<file path="config.mk">
export PLATFORM = sky130hd
export DESIGN_NAME = floor_request_queue
export DESIGN_NICKNAME = d
export VERILOG_FILES = /design/src/rtl/elevator_pkg.sv /design/src/rtl/floor_request_match.sv /design/src/rtl/floor_request_queue.sv
export SDC_FILE = /design/constraint.sdc
export NUM_CORES = 1
export LEC_CHECK = 0
export ABC_AREA = 1
export BUFFER_PORTS_ARGS = -buffer_cell sky130_fd_sc_hd__buf_2
export CAP_MARGIN = 10
export CELL_PAD_IN_SITES_DETAIL_PLACEMENT = 1
export CELL_PAD_IN_SITES_GLOBAL_PLACEMENT = 1
export CORE_MARGIN = 2
export CORE_UTILIZATION = 35
export CTS_CLUSTER_DIAMETER = 150
export CTS_CLUSTER_SIZE = 20
export DETAILED_ROUTE_END_ITERATION = 6
export GPL_TIMING_DRIVEN = 0
export PLACE_DENSITY = 0.78
export SLEW_MARGIN = 0
export SYNTH_ARGS = -nofsm -noshare
export SYNTH_HDL_FRONTEND = slang
export SYNTH_SLANG_ARGS = --single-unit
</file>
<file path="constraint.sdc">
create_clock -name clk -period 1.7 [get_ports clk]
set_input_delay 0.085 -clock clk [delete_from_list [all_inputs] [get_ports clk]]
set_output_delay 0.085 -clock clk [all_outputs]
set_load 0.02 [all_outputs]
</file>
<file path="src/rtl/elevator_pkg.sv">
// Shared elevator constants and types, reused by the request queue and the
// floor comparator family.
package elevator_pkg;

  localparam int FLOOR_W     = 2;
  localparam int NUM_FLOORS  = 4;
  localparam int QUEUE_DEPTH = 4;

  typedef logic [FLOOR_W-1:0] floor_t;

endpackage : elevator_pkg

</file>
<file path="src/rtl/floor_request_match.sv">
// Combinational duplicate detector: flags when the requested floor equals any
// stored entry whose bit is set in the valid mask.
module floor_request_match #(
  parameter int DEPTH   = 4,
  parameter int FLOOR_W = 2
) (
  input  logic [FLOOR_W-1:0] reqFloor,
  input  logic [FLOOR_W-1:0] entries [DEPTH],
  input  logic [DEPTH-1:0]   validMask,
  output logic               match
);

  logic [DEPTH-1:0] hit;

  generate
    for (genvar gi = 0; gi < DEPTH; gi++) begin : g_cmp
      assign hit[gi] = validMask[gi] && (entries[gi] == reqFloor);
    end
  endgenerate

  assign match = |hit;

endmodule : floor_request_match

</file>
<file path="src/rtl/floor_request_queue.sv">
// Ordered FIFO of pending floor requests; the head drives the comparator's pos0Mem.
// Define DUPLICATE_FILTER_EN to reject requests already waiting in the queue.
module floor_request_queue
  import elevator_pkg::*;
#(
  parameter int DEPTH   = QUEUE_DEPTH,
  parameter int FLOOR_W = elevator_pkg::FLOOR_W
) (
  input  logic                     clk,
  input  logic                     rst_n,
  input  logic                     reqValid,
  input  logic [FLOOR_W-1:0]       reqFloor,
  input  logic                     popReq,
  input  logic [FLOOR_W-1:0]       actualFloor,
  output logic [FLOOR_W-1:0]       pos0Mem,
  output logic                     pos0Valid,
  output logic [$clog2(DEPTH):0]   count,
  output logic                     full,
  output logic                     empty,
  output logic                     reqDropped
);

  localparam int PTR_W = $clog2(DEPTH);
  localparam int CNT_W = PTR_W + 1;
  localparam logic [CNT_W-1:0] DEPTH_C = CNT_W'(DEPTH);

  logic [FLOOR_W-1:0] mem_q [DEPTH];
  logic [PTR_W-1:0]   wr_ptr_q, wr_ptr_d;
  logic [PTR_W-1:0]   rd_ptr_q, rd_ptr_d;
  logic [CNT_W-1:0]   count_q, count_d;
  logic               dropped_q, dropped_d;
  logic               pop_acc, push_acc, dup_hit;

  assign empty      = (count_q == '0);
  assign full       = (count_q == DEPTH_C);
  assign pos0Valid  = !empty;
  assign count      = count_q;
  assign reqDropped = dropped_q;
  // An empty queue presents the cabin floor so the comparator reports stop.
  assign pos0Mem    = empty ? actualFloor : mem_q[rd_ptr_q];

`ifdef DUPLICATE_FILTER_EN
  logic [DEPTH-1:0] valid_mask;

  // Slot is live if its distance from the head is below count; the head being
  // popped this cycle is excluded so a request for it is accepted again.
  generate
    for (genvar gi = 0; gi < DEPTH; gi++) begin : g_mask
      logic [PTR_W-1:0] offset;
      assign offset = PTR_W'(gi) - rd_ptr_q;
      assign valid_mask[gi] = ({1'b0, offset} < count_q) && !(pop_acc && (offset == '0));
    end
  endgenerate

  floor_request_match #(
    .DEPTH   (DEPTH),
    .FLOOR_W (FLOOR_W)
  ) u_match (
    .reqFloor  (reqFloor),
    .entries   (mem_q),
    .validMask (valid_mask),
    .match     (dup_hit)
  );
`else
  assign dup_hit = 1'b0;
`endif

  always_comb begin
    pop_acc   = popReq && !empty;
    push_acc  = reqValid && (!full || pop_acc) && !dup_hit;
    dropped_d = reqValid && !push_acc;
    wr_ptr_d  = push_acc ? wr_ptr_q + PTR_W'(1) : wr_ptr_q;
    rd_ptr_d  = pop_acc  ? rd_ptr_q + PTR_W'(1) : rd_ptr_q;
    count_d   = count_q;
    if (push_acc && !pop_acc) begin
      count_d = count_q + CNT_W'(1);
    end else if (pop_acc && !push_acc) begin
      count_d = count_q - CNT_W'(1);
    end
  end

  always_ff @(posedge clk or negedge rst_n) begin
    if (!rst_n) begin
      wr_ptr_q  <= '0;
      rd_ptr_q  <= '0;
      count_q   <= '0;
      dropped_q <= 1'b0;
      for (int i = 0; i < DEPTH; i++) begin
        mem_q[i] <= '0;
      end
    end else begin
      wr_ptr_q  <= wr_ptr_d;
      rd_ptr_q  <= rd_ptr_d;
      count_q   <= count_d;
      dropped_q <= dropped_d;
      if (push_acc) begin
        mem_q[wr_ptr_q] <= reqFloor;
      end
    end
  end

endmodule : floor_request_queue

</file>
* Word level (Yosys, flattened, before mapping) *
Cells that the tools add are included.

word-level totals
  bits in registers = 16
  output and inout bits = 9
  logic and storage cells = 40

operators by class
  eq/ne operators = 1
  add/subtract/negate cells = 4
  reduce and logical (&&, ||, !) cells = 13
  bitwise operators = 2
  muxes and demuxes = 9
  $lt $le $gt $ge = 3

operator list
  kind                                                                   number
  8-bit bitwise mux                                                      1
  2-bit two-way mux                                                      4
  3-bit greater-or-equal comparator (second input constant)              2
  1-bit logical AND                                                      6
  3-bit two-way mux                                                      2
  2-bit inverter with 3-bit output                                       2
  2-bit by 1-bit adder with 2-bit output (second input constant)         2
  2-bit binary-select mux with 2-bit select                              1
  2-bit demux with 2-bit select                                          1
  1-bit zero test                                                        4
  3-bit by 1-bit adder with 3-bit output (second input constant)         1
  3-bit equality test (second input constant)                            1
  3-bit zero test                                                        1
  3-bit by 1-bit < comparator with 1-bit output (second input constant)  1
  3-bit by 1-bit subtractor with 3-bit output (second input constant)    1
  2-bit nonzero test                                                     1
  1-bit logical OR                                                       1

* Logic depth before layout (Yosys ltp) *
  depth in word-level cells = 9
  depth in mapped cells = 11
  depth with buffers taken out = 11

* Least setup slack after synthesis *
OpenSTA, ideal clock, no wires.

  path type = register -> register
  start point = reg count_q[0], in the netlist count[0]
  end point = reg count_q[1], in the netlist count[1]
  path buffers = 0
  cell stages (with the launch flop) = 8
  period minus slack after synthesis = 1.965 ns
  data required time = 1.575 ns
  arrival = 1.840 ns
  slack = -0.265 ns
  cell sequence = dfrtp_1 -> nor2_4 -> nand2_2 -> nand2_4 -> ha_1 -> inv_1 -> fa_1 -> mux2_2

between the ends
  elaborated cells between the ends (all ways) = 16
  those cells by class = 2 x add/sub; 1 x eq/ne; 2 x mux; 11 x reduce/logical

RTL lines
  element                   RTL line                   text
  start: declaration        floor_request_queue.sv:30  logic [CNT_W-1:0] count_q, count_d;
  start signal: assignment  floor_request_queue.sv:94  count_q <= count_d;
  3-bit zero test *         floor_request_queue.sv:34  assign empty = (count_q == '0);
  1-bit zero test *         --
  net pos0Valid             floor_request_queue.sv:16  output logic pos0Valid,
  1-bit logical AND *       floor_request_queue.sv:69  pop_acc = popReq && !empty;
  1-bit logical OR          floor_request_queue.sv:70  push_acc = reqValid && (!full || pop_acc) && !dup_hit;
  1-bit logical AND         floor_request_queue.sv:70
  1-bit logical AND *       floor_request_queue.sv:75  if (push_acc && !pop_acc) begin
  3-bit two-way mux *       floor_request_queue.sv:75
  net count_d[1]            floor_request_queue.sv:30

Mark *: on every way through the listed nets, which the timed path passes. The rest lies on a longest branch. The select of a mux whose other input is x is not followed.
A chain may end at the register's enable or synchronous reset.

* Worst setup path after layout *
  start point = reg count_q[1], in the netlist count[1]
  end point = reg count_q[1], in the netlist count[1]

between the ends
  elaborated cells between the ends (all ways) = 16
  those cells by class = 2 x add/sub; 1 x eq/ne; 2 x mux; 11 x reduce/logical

RTL lines
  element              RTL line                   text
  3-bit zero test      floor_request_queue.sv:34
  1-bit zero test      floor_request_queue.sv:69
  1-bit logical AND    floor_request_queue.sv:69
  1-bit logical OR *   floor_request_queue.sv:70
  1-bit logical AND *  floor_request_queue.sv:70
  net push_acc         floor_request_queue.sv:32  logic pop_acc, push_acc, dup_hit;
  1-bit logical AND *  floor_request_queue.sv:75
  3-bit two-way mux *  floor_request_queue.sv:75
  net count_d[1]       floor_request_queue.sv:30

Marks and branches as above.

==> impl_metrics.tcl <==
set metrics [dict create \
    max_freq_ghz 0.539 \
    hp-class "primary input to flip-flop" \
    die_h_um 56.2 \
    portBuffers 16 \
    clock-skew-final_ns 0.00462 \
    synth_cell_types 22 \
    post-route-util_pct 48.1 \
    dr.pass1.iters 4 \
    path_clk_slew_ns 0.09 \
    critical_path_class "flip-flop to flip-flop" \
    ios 17 \
    reg2reg_to "count[1]" \
    ant_nets 0 \
    crit_required_ns 1.89 \
    grt_overflow 0 \
    clockBufferDepth 2 \
    tritoncts "done" \
    finalSetupViolations 2 \
    clk_latency_ns 0.30 \
    violations "negative setup slack" \
    drv_slew 0 \
    grt_pass1_wl_um 3800 \
    seq_area_frac_synth_pct 41.9 \
    hold_violations 0 \
    outcome "finished with violations" \
    vias 813 \
    synth_top_area_share_pct 41.9 \
    whs_path_depth 3 \
    max_slew_margin_pct 76.0 \
    htreeDepth 1 \
    grt_use_total_pct 15.7 \
    synthTopCellsByArea "dfrtp_1 (42%), nand2_1 (16%), inv_1 (7.1%), ha_1 (6.6%), nand4_1 (5.2%)" \
    dp_slack_ns -0.223 \
    endpoint_kind "flip-flop" \
    drive_gt1_share_pct 31.9 \
    r2r_slack_ns -0.16 \
    dpl.hpwl_um 1610 \
    antenna_found_initial 0 \
    cts.sinks 16 \
    fin_ws_ns -0.156 \
    yosys.area.top_type "dfrtp_1" \
    wl_um 2240 \
    numCtsBuffers 3 \
    dieArea_sq_um 3160 \
    rr_worst_depth 8 \
    area_growth_pct 27.1 \
    tightest_slew_ns 0.360 \
    die_x_um 56.2 \
    syn-cell-area_sq_um 955 \
    rsz0062_at_grt "true" \
    fp-row-count 18 \
    drv_cap 0 \
    worstPathArrival_ns 2.04 \
    root_buffer "clkbuf_4" \
    ys_warn_count 0 \
    max_stage_delay_ns 0.44 \
    nets 159 \
    drt-initial-drc-count 9 \
    min_period_over_period_pct 109 \
    wire_per_inst_um 12.9 \
    start_util_pct 37.8 \
    avgSynthCellArea_sq_um 8.37 \
    ys_seq_elements 16 \
    grt_max_degree 17 \
    cpMostUsedCell "inv_4" \
    cp-start-kind "flip-flop" \
    ir_drop_uv 1140 \
    min_to "mem_q[3]" \
    fin_crit_ns 1.86 \
    rr_startpoint "count[1]" \
    hp-start "reqFloor[1]" \
    coreArea_sq_um 2520 \
    grt_pass1_vias 852 \
    vias_per_cell 4.67 \
    syn_inst 114 \
    drc 0 \
    n_antenna_cell 0 \
    p_leak_nw 0.668 \
    cp_cell_sequence "nor2_4 -> nand3_4 -> nand2_4 -> inv_4 -> ha_4 -> inv_4 -> fa_2 -> mux2_4" \
    p_per_area_nw_per_um2 1820 \
    cp_slowest_cell "dfrtp_2" \
    gp_congestion 0.673 \
    worstPathMaxFanout 2 \
    syn_nets 128 \
]
[worst max-delay path: cells and delay by family (launching register included)]
| family | cells | cell delay, ns |
|---|---|---|
| and+or+nand+nor | 3 | 0.36 |
| DFF | 1 | 0.44 |
| muxes | 1 | 0.27 |
| adders and majority gates | 2 | 0.58 |
| buffers and inverters | 2 | 0.09 |
[cell usage in the layout (no fill, tap or decap), drive strengths merged, types with 2 or more instances in the layout]
master / instances
nand3: 10
nand4: 8
xor2: 2
buf: 27
dfrtp: 16
xnor2: 2
ha: 5
nor2: 2
nand2: 43
clkbuf: 4
inv: 19
[cell type report]
cell class / count / area (sq um)
inverter: 19 / 76.3
buffer: 2 / 22.5
multi-input combinational: 77 / 489
sequential: 16 / 404
tap: 30 / 37.5
timing repair buffer: 26 / 158
fill: 326 / 1310
clock buffer: 4 / 26.3
[synthesized netlist by cell type (all sizes together)]
cell type   n
ha          5
inv        19
nor2        2
nand4       8
fa          1
xor2        2
nand3b      1
nand3      10
mux2        1
nand2      43
nor3        1
dfrtp      16
o21ai       1
buf         2
xnor2       2
[through the flow]
stage	std cells	hold slack, ns	total power, W	instance area (sq um)	setup TNS, ns
6_report	174	0.0757	0.00221	1210	-0.177
5_1_grt	174	0.0810	0.00242	1210	-0.326
4_1_cts	171	0.0829	0.00216	1180	-0.246
3_5_place_dp	160	0.0225	0.00187	1090	-0.430
3_3_place_gp	160	0.0189	0.00180	1090	-0.316
2_1_floorplan	114	-0.211	0.00155	976	-0.321
[per-layer routing]
metal,wire [um],GRT usage (%),vias up
li1,-,-,419
met1,959,18.6,379
met2,1180,27.2,10
met3,40,1.63,5
met4,58,9.18,0
met5,0,0,-
[kinds of logic (layout without fill, tap and decap cells)]
group	Yosys count	after routing	share of synthesized area, %
xor+xnor	4	4	4.46
flops	16	16	41.9
fa+ha+maj	6	6	8.65
buf+inv	21	51	9.83
mux	1	1	1.18
compound gates	1	1	0.524
simple gates	65	65	33.4
[power breakdown]
part | switching (W) | internal (W) | total (W)
clock network | 0.000123 | 0.0000915 | 0.000215
logic | 0.000738 | 0.000536 | 0.00127
registers | 0.000156 | 0.000565 | 0.000720
[flip-flops by register name, summed over array words and instances, names as in the netlist]
name / count
rd_ptr_q: 2
count: 3
reqDropped: 1
wr_ptr_q: 2
mem_q: 8
[how the worst max path moves through the flow]
stage | depth (start not counted) | slack, ns | startpoint | endpoint
after global routing | 8 | -0.21 | count[1] | count[1]
final | 8 | -0.16 | count[1] | count[1]
after detailed placement | 8 | -0.22 | count[1] | count[1]
after floorplan | 8 | -0.18 | count[1] | count[1]
after CTS | 10 | -0.12 | count[0] | count[2]
after global placement | 8 | -0.21 | count[1] | count[1]
[what timing repair did]
action	CTS	global route
hold buffers	1	0
setup buffers	6	3
endpoints found under the setup margin	2	2
hold endpoints to repair	16	0
pin swaps	5	6
gates resized for setup	1	5
No activity file was read; power rests on OpenSTA's default activity.
